**src/rtl/oled_pkg.sv**
```systemverilog
// rtl/oled_pkg.sv - shared OLED display constants, ring state enum and diameter defaults
package oled_pkg;

  typedef enum logic [1:0] {
    RING_OFF    = 2'd0,
    RING_MANUAL = 2'd1,
    RING_ANIM   = 2'd2
  } ring_state_e;

  localparam int unsigned OLED_W  = 96;
  localparam int unsigned OLED_H  = 64;
  localparam int unsigned OLED_CX = OLED_W / 2;
  localparam int unsigned OLED_CY = OLED_H / 2;

  localparam logic [15:0] COL_BLACK = 16'h0000;
  localparam logic [15:0] COL_WHITE = 16'hFFFF;
  localparam logic [15:0] COL_RED   = 16'hF800;
  localparam logic [15:0] COL_GREEN = 16'h07E0;
  localparam logic [15:0] COL_BLUE  = 16'h001F;

  localparam int unsigned RING_DIA_INIT  = 30;
  localparam int unsigned RING_DIA_MIN   = 10;
  localparam int unsigned RING_DIA_MAX   = 50;
  localparam int unsigned RING_STEP      = 5;
  localparam int unsigned RING_THICKNESS = 5;

endpackage

```
**src/rtl/ring_ctrl_if.sv**
```systemverilog
// rtl/ring_ctrl_if.sv - frame/button inputs and committed ring outputs of the ring controller
interface ring_ctrl_if;

  logic       frame_begin;
  logic       press_c;
  logic       press_u;
  logic       press_d;
  logic       ring_active;
  logic [7:0] outer_dia;
  logic [7:0] inner_dia;
  logic       anim_on;

  // Debouncers and the OLED driver side.
  modport master (
    output frame_begin, press_c, press_u, press_d,
    input  ring_active, outer_dia, inner_dia, anim_on
  );

  // The ring controller itself.
  modport slave (
    input  frame_begin, press_c, press_u, press_d,
    output ring_active, outer_dia, inner_dia, anim_on
  );

endinterface

```
**src/rtl/ring_dia_stepper.sv**
```systemverilog
// rtl/ring_dia_stepper.sv - one bounded diameter step up or down, combinational
module ring_dia_stepper #(
  parameter int unsigned DIA_MIN = 10,
  parameter int unsigned DIA_MAX = 50,
  parameter int unsigned STEP    = 5
) (
  input  logic [7:0] dia_i,
  input  logic       up_i,
  output logic [7:0] dia_o,
  output logic       blocked_o
);

  logic [8:0] sum_up;
  logic [8:0] sum_dn;

  // Nine-bit sums so the bound comparisons never wrap; a blocked step keeps the diameter.
  always_comb begin
    sum_up    = {1'b0, dia_i} + 9'(STEP);
    sum_dn    = {1'b0, dia_i} - 9'(STEP);
    blocked_o = 1'b0;
    dia_o     = dia_i;
    if (up_i) begin
      blocked_o = (sum_up > 9'(DIA_MAX));
      if (!blocked_o) dia_o = sum_up[7:0];
    end else begin
      blocked_o = ({1'b0, dia_i} < (9'(DIA_MIN) + 9'(STEP)));
      if (!blocked_o) dia_o = sum_dn[7:0];
    end
  end

endmodule

```
**src/rtl/ring_ctrl.sv**
```systemverilog
// rtl/ring_ctrl.sv - frame-synchronous ring enable, manual diameter stepping and pulse animation
module ring_ctrl
  import oled_pkg::*;
#(
  parameter int unsigned DIA_INIT    = RING_DIA_INIT,
  parameter int unsigned DIA_MIN     = RING_DIA_MIN,
  parameter int unsigned DIA_MAX     = RING_DIA_MAX,
  parameter int unsigned STEP        = RING_STEP,
  parameter int unsigned THICKNESS   = RING_THICKNESS,
  parameter int unsigned ANIM_FRAMES = 4,
  parameter int unsigned PEND_MAX    = 3
) (
  input  logic         clk,
  input  logic         reset,
  ring_ctrl_if.slave   bus
);

  if (DIA_MIN < THICKNESS) begin : g_chk_thick
    $error("ring_ctrl: DIA_MIN must be at least THICKNESS");
  end
  if ((DIA_INIT < DIA_MIN) || (DIA_INIT > DIA_MAX)) begin : g_chk_init
    $error("ring_ctrl: DIA_INIT must lie within DIA_MIN..DIA_MAX");
  end
  if ((STEP == 0) || (((DIA_INIT - DIA_MIN) % STEP) != 0)) begin : g_chk_grid
    $error("ring_ctrl: DIA_INIT must sit on the STEP grid above DIA_MIN");
  end
  if ((DIA_MAX - DIA_MIN) < STEP) begin : g_chk_range
    $error("ring_ctrl: diameter range must hold at least one STEP");
  end
  if (ANIM_FRAMES < 1) begin : g_chk_anim
    $error("ring_ctrl: ANIM_FRAMES must be at least 1");
  end

  localparam logic signed [7:0] PMAX     = 8'(PEND_MAX);
  localparam logic [15:0]       CNT_LAST = 16'(ANIM_FRAMES - 1);

  ring_state_e        state_q, state_d;
  logic               req_c_q, req_c_d;
  logic signed [7:0]  pending_q, pending_d;
  logic [15:0]        cnt_q, cnt_d;
  logic               dir_up_q, dir_up_d;
  logic               ring_active_q, ring_active_d;
  logic [7:0]         outer_q, outer_d;
  logic [7:0]         inner_q, inner_d;
  logic               anim_on_q, anim_on_d;

  logic               step_a_up;
  logic [7:0]         dia_a, dia_b;
  logic               blocked_a, blocked_b;
  logic signed [7:0]  delta, pend_base, pend_sum;

  // Manual mode steps toward the sign of pending; animation uses the sweep direction.
  assign step_a_up = (state_q == RING_MANUAL) ? (pending_q > 8'sd0) : dir_up_q;

  ring_dia_stepper #(.DIA_MIN(DIA_MIN), .DIA_MAX(DIA_MAX), .STEP(STEP)) u_step_a (
    .dia_i     (outer_q),
    .up_i      (step_a_up),
    .dia_o     (dia_a),
    .blocked_o (blocked_a)
  );

  // Reverse-direction step, used when the animation bounces off a bound.
  ring_dia_stepper #(.DIA_MIN(DIA_MIN), .DIA_MAX(DIA_MAX), .STEP(STEP)) u_step_b (
    .dia_i     (outer_q),
    .up_i      (~dir_up_q),
    .dia_o     (dia_b),
    .blocked_o (blocked_b)
  );

  // Next-state logic: everything visible only moves on frame_begin, presses accumulate any cycle.
  always_comb begin
    state_d       = state_q;
    cnt_d         = cnt_q;
    dir_up_d      = dir_up_q;
    ring_active_d = ring_active_q;
    outer_d       = outer_q;
    anim_on_d     = anim_on_q;
    pend_base     = pending_q;
    delta         = 8'sd0;

    // A press landing on frame_begin is kept for the following frame.
    req_c_d = (bus.frame_begin ? 1'b0 : req_c_q) | bus.press_c;

    if (state_q == RING_MANUAL) begin
      if (bus.press_u && !bus.press_d)      delta = 8'sd1;
      else if (bus.press_d && !bus.press_u) delta = -8'sd1;
    end

    if (bus.frame_begin) begin
      case (state_q)
        RING_OFF: begin
          if (req_c_q) begin
            state_d       = RING_MANUAL;
            ring_active_d = 1'b1;
          end
        end
        RING_MANUAL: begin
          if (req_c_q) begin
            state_d   = RING_ANIM;
            anim_on_d = 1'b1;
            cnt_d     = '0;
            dir_up_d  = 1'b1;
            pend_base = 8'sd0;
            delta     = 8'sd0;
          end else if (pending_q != 8'sd0) begin
            if (blocked_a) begin
              pend_base = 8'sd0;
            end else begin
              outer_d   = dia_a;
              pend_base = (pending_q > 8'sd0) ? pending_q - 8'sd1 : pending_q + 8'sd1;
            end
          end
        end
        RING_ANIM: begin
          if (req_c_q) begin
            state_d   = RING_MANUAL;
            anim_on_d = 1'b0;
          end else if (cnt_q == CNT_LAST) begin
            cnt_d = '0;
            if (!blocked_a) begin
              outer_d = dia_a;
            end else begin
              dir_up_d = ~dir_up_q;
              if (!blocked_b) outer_d = dia_b;
            end
          end else begin
            cnt_d = cnt_q + 16'd1;
          end
        end
        default: begin
          state_d = RING_OFF;
        end
      endcase
    end

    pend_sum = pend_base + delta;
    if (pend_sum > PMAX)       pending_d = PMAX;
    else if (pend_sum < -PMAX) pending_d = -PMAX;
    else                       pending_d = pend_sum;

    inner_d = outer_d - 8'(THICKNESS);
  end

  // State and output registers with synchronous reset.
  always_ff @(posedge clk) begin
    if (reset) begin
      state_q       <= RING_OFF;
      req_c_q       <= 1'b0;
      pending_q     <= 8'sd0;
      cnt_q         <= '0;
      dir_up_q      <= 1'b1;
      ring_active_q <= 1'b0;
      outer_q       <= 8'(DIA_INIT);
      inner_q       <= 8'(DIA_INIT - THICKNESS);
      anim_on_q     <= 1'b0;
    end else begin
      state_q       <= state_d;
      req_c_q       <= req_c_d;
      pending_q     <= pending_d;
      cnt_q         <= cnt_d;
      dir_up_q      <= dir_up_d;
      ring_active_q <= ring_active_d;
      outer_q       <= outer_d;
      inner_q       <= inner_d;
      anim_on_q     <= anim_on_d;
    end
  end

  assign bus.ring_active = ring_active_q;
  assign bus.outer_dia   = outer_q;
  assign bus.inner_dia   = inner_q;
  assign bus.anim_on     = anim_on_q;

endmodule

```
**src/flat_wrapper.sv**
```systemverilog
// flat-port wrapper written by rule: the top's interface ports become plain ports
module ring_ctrl_flat import oled_pkg::*;
#(
  parameter int unsigned DIA_INIT    = RING_DIA_INIT,
  parameter int unsigned DIA_MIN     = RING_DIA_MIN,
  parameter int unsigned DIA_MAX     = RING_DIA_MAX,
  parameter int unsigned STEP        = RING_STEP,
  parameter int unsigned THICKNESS   = RING_THICKNESS,
  parameter int unsigned ANIM_FRAMES = 4,
  parameter int unsigned PEND_MAX    = 3
)
  (clk, reset, bus_frame_begin, bus_press_c, bus_press_u, bus_press_d, bus_ring_active, bus_outer_dia, bus_inner_dia, bus_anim_on);
  ring_ctrl_if bus_i ();
  input  logic clk;
  input  logic reset;
  input wire logic [$bits(bus_i.frame_begin)-1:0] bus_frame_begin;
  input wire logic [$bits(bus_i.press_c)-1:0] bus_press_c;
  input wire logic [$bits(bus_i.press_u)-1:0] bus_press_u;
  input wire logic [$bits(bus_i.press_d)-1:0] bus_press_d;
  output wire logic [$bits(bus_i.ring_active)-1:0] bus_ring_active;
  output wire logic [$bits(bus_i.outer_dia)-1:0] bus_outer_dia;
  output wire logic [$bits(bus_i.inner_dia)-1:0] bus_inner_dia;
  output wire logic [$bits(bus_i.anim_on)-1:0] bus_anim_on;
  assign bus_i.frame_begin = bus_frame_begin;
  assign bus_i.press_c = bus_press_c;
  assign bus_i.press_u = bus_press_u;
  assign bus_i.press_d = bus_press_d;
  assign bus_ring_active = bus_i.ring_active;
  assign bus_outer_dia = bus_i.outer_dia;
  assign bus_inner_dia = bus_i.inner_dia;
  assign bus_anim_on = bus_i.anim_on;
  ring_ctrl #(.DIA_INIT(DIA_INIT), .DIA_MIN(DIA_MIN), .DIA_MAX(DIA_MAX), .STEP(STEP), .THICKNESS(THICKNESS), .ANIM_FRAMES(ANIM_FRAMES), .PEND_MAX(PEND_MAX)) u_core (.clk(clk), .reset(reset), .bus(bus_i));
endmodule
```
**config.mk**
```make
export PLATFORM = sky130hd
export DESIGN_NAME = ring_ctrl_flat
export DESIGN_NICKNAME = d
export VERILOG_FILES = /design/src/rtl/oled_pkg.sv /design/src/rtl/ring_ctrl_if.sv /design/src/rtl/ring_dia_stepper.sv /design/src/rtl/ring_ctrl.sv /design/src/flat_wrapper.sv
export SDC_FILE = /design/constraint.sdc
export NUM_CORES = 1
export LEC_CHECK = 0
export BUFFER_PORTS_ARGS = -buffer_cell sky130_fd_sc_hd__buf_2
export CAP_MARGIN = 15
export CORE_UTILIZATION = 65
export DETAILED_ROUTE_END_ITERATION = 7
export GPL_TIMING_DRIVEN = 0
export PLACE_DENSITY = 0.84
export SLEW_MARGIN = 0
export SYNTH_ARGS = -nofsm -noshare
export SYNTH_HDL_FRONTEND = slang
export SYNTH_HIERARCHICAL = 1
export SYNTH_SLANG_ARGS = --single-unit
```
**constraint.sdc**
```tcl
create_clock -name clk -period 8.48 [get_ports clk]
set_input_delay 1.696 -clock clk [delete_from_list [all_inputs] [get_ports clk]]
set_output_delay 1.696 -clock clk [all_outputs]
set_load 0.03 [all_outputs]
```
==> reports/results.ini <==
[status]
status = completed

[placed_design]
placed_cell_area_um2 = 4672
dpl.hpwl_mm = 8.361
pre_cts_ws_ns = 1.928
port_buffers = 23
place.gp.congestion = 0.9214

[global_routing]
overflow = 0
globalRouteTotalUtil = 0.3222
grt_max_degree = 20
antenna_found_initial = 0
grt_pass1_wl_mm = 19.06
grt_pass1_vias = 4126

[sta]
fin_ws_ns = 1.710
drv_slew = 0
hold_viol_final = 0
setup_viol = 0
tightest_slew_ns = 0.7664
max_freq_mhz = 147.7
final.min_clock_period_ns = 6.770
fin_tns_setup_ns = 0
slew-limit-headroom = 0.4860
period_share = 0.7983
rsz0062_at_grt = false
clock_skew_ns = 0.01194

[setup_path]
ff2ff_setup_slack_ns = 1.71
cp.depth = 23
ff2ff_path_depth = 23
slowest_delay_ns = 0.65
cp.arrival_ns = 6.97
crit_chain = clkbuf_1 > nor4_2 > a21oi_1 > nand2_1 > o21ai_0 > buf_4 > a21oi_1 > a21oi_1 > clkbuf_8 > a211oi_1 > nand3_1 > o21ai_0 > ha_1 > inv_1 > fa_1 > nor2b_1 > o21a_1 > o21ai_0 > o311ai_0 > nand2_1 > or3_1 > ha_1 > o31a_1
crit_type = register to register
crit_family = compound AO/OA/AOI/OAI gates
crit_buf_inv = 4
cp_max_fo = 10
cp-start-kind = register
crit_path_end_kind = register
required_ns = 8.68
cpMaxStageDelayCell = a211oi_1

[pwr]
p_seq_frac = 0.325
p_int_w = 0.0004359
combPwrFrac = 0.499
power_density_nw_per_um2 = 161.6
ir_worst_vdd_mv = 0.1592
p_leak_nw = 1.927
power.switching_w = 0.0003335
clkPwrFrac = 0.175
p_sw_frac = 0.4335

[clock_tree]
clk_path_buf_depth = 2
cts_buffers = 5
cts_num_sinks = 46
cts_setup_buffers = 0
htree_num_levels = 2
clkLatencyLatePin_ns = 0.31
cts_resized = 0
clkTransAtPathRegs_ns = 0.09
holdBufCountCts = 0
tritoncts = built
clock-root-buffer = clkbuf_8

[yosys]
syn-cell-area_um2 = 4461
yosys_register_bits = 46
yosysUniqueCellTypes = 94
synth_edf_count = 0
ys.flop_type = dfxtp_1
synth_warnings = 6
async_flop_share = 0
seq_area_frac_synth = 0.2065
yosysTopAreaCell = dfxtp_1
synth_cells = 575
ys_top_cells_by_area = dfxtp_1, ha_1, nor2_1
syn_nets = 605
yosys.area.top_type_share = 0.2065
synth.avg_cell_area_um2 = 7.757

[floorplan]
die_x_um = 84.84
die_y_um = 84.84
rows = 29
core_area_um2 = 6495
io_pins = 24
initial_core_util = 0.6868
die_area_um2 = 7198

[routing]
drc = 0
drtIter0Drc = 354
viasPerCell = 6.643
num_vias = 4537
routed_wirelength_mm = 11.23
wl_per_cell_um = 16.43
detail-route-antenna-nets = 0
drtPass1Iterations = 7

[layout]
stdcell_area_um2 = 4762
n_antenna_cell = 0
fin_nets = 635
layout-drive-gt1-share = 0.1403
final_cell_mix = nor2_1, nand2_1, dfxtp_1
fin_util = 0.7332
syn_to_final_growth_pct = 6.760
final_common_cell = nor2_1

[job]
maxCapViolations = 0

[hold_path]
hold_path.class = register to register
worstHoldPathCells = 2

## per-stage QoR
step / hold WS [ns] / instances / total power, W
floorplan: 0.4625 / 575 / 0.0005525
global placement: 0.4485 / 675 / 0.0006144
detailed placement: 0.4894 / 675 / 0.0006280
CTS: 0.5029 / 683 / 0.0007638
global route: 0.5177 / 683 / 0.0008219
finish: 0.4983 / 683 / 0.0007694
## routing by layer
layer	vias up	global-route usage	share of wire
met2	201	0.5735	0.49
met5	-	0	0
met1	2126	0.4004	0.43
met4	0	0.1186	0.020
met3	24	0.03891	0.062
li1	2186	-	-
## layout make-up
| class | instances | area (µm²) |
|---|---|---|
| Multi-Input combinational cell | 465 | 3208 |
| Fill cell | 528 | 1733 |
| Sequential cell | 46 | 920.9 |
| Buffer | 34 | 219.0 |
| Timing Repair Buffer | 23 | 115.1 |
| Inverter | 30 | 112.6 |
| Tap cell | 77 | 96.34 |
| Clock buffer | 5 | 68.82 |
| Clock inverter | 3 | 21.27 |
## worst reg2reg max path, stage by stage (launching register included)
cell,delay [ns]
dfxtp_1,0.31
clkbuf_1,0.19
nor4_2,0.62
a21oi_1,0.34
nand2_1,0.14
o21ai_0,0.08
buf_4,0.19
a21oi_1,0.31
a21oi_1,0.21
clkbuf_8,0.24
a211oi_1,0.66
nand3_1,0.29
o21ai_0,0.35
ha_1,0.24
inv_1,0.06
fa_1,0.39
nor2b_1,0.14
o21a_1,0.13
o21ai_0,0.10
o311ai_0,0.59
nand2_1,0.10
or3_1,0.33
ha_1,0.36
o31a_1,0.31
## power by group through the flow
| stage | sequential (W) | combinational (W) | clock (W) |
|---|---|---|---|
| 2_1_floorplan | 0.000256 | 0.000296 | 0 |
| 3_3_place_gp | 0.000254 | 0.000361 | 0 |
| 3_5_place_dp | 0.000255 | 0.000373 | 0 |
| 4_1_cts | 0.000250 | 0.000376 | 0.000138 |
| 5_1_grt | 0.000253 | 0.000423 | 0.000145 |
| 6_report | 0.000250 | 0.000384 | 0.000135 |
## registers in the layout (all words and copies together), names as in the netlist
register and count:
u_core/bus.anim_on 1, u_core/bus.inner_dia 8, u_core/bus.outer_dia 8, u_core/bus.ring_active 1
u_core/cnt_q 16, u_core/dir_up_q 1, u_core/pending_q 8, u_core/req_c_q 1
u_core/state_q 2
## cell usage after synthesis (all sizes together) (7+ instances only)
library cell / n
nor2: 63
nand2: 50
dfxtp: 46
a21oi: 32
o21ai: 32
inv: 30
nand3: 26
ha: 23
clkbuf: 20
nor3: 18
xor2: 14
buf: 13
xnor2: 13
nand4: 11
o211ai: 11
a21o: 10
mux2: 9
o31ai: 9
or4: 9
and2: 8
nor4: 7
## cell families (layout without fill, tap and decap cells)
group                    count (synthesis)  after routing  synth area share
AO/OA/AOI/OAI                          166            166            0.2774
flip-flops                              46             46            0.2065
AND/OR/NAND/NOR                        234            234            0.2822
adder cells (fa/ha/maj)                 24             24           0.06901
multiplexers                            13             13           0.03254
buffers and inverters                   64             95           0.07433
XOR/XNOR                                28             28           0.05806
## final timing paths
check	startpoint	to
worst min-delay path	u_core/cnt_q[1]	u_core/cnt_q[1]
worst max-delay path	u_core/pending_q[1]	u_core/pending_q[0]
worst min register to register	u_core/cnt_q[1]	u_core/cnt_q[1]
worst max register to register	u_core/pending_q[1]	u_core/pending_q[0]
No activity file was read; power rests on OpenSTA's default activity.
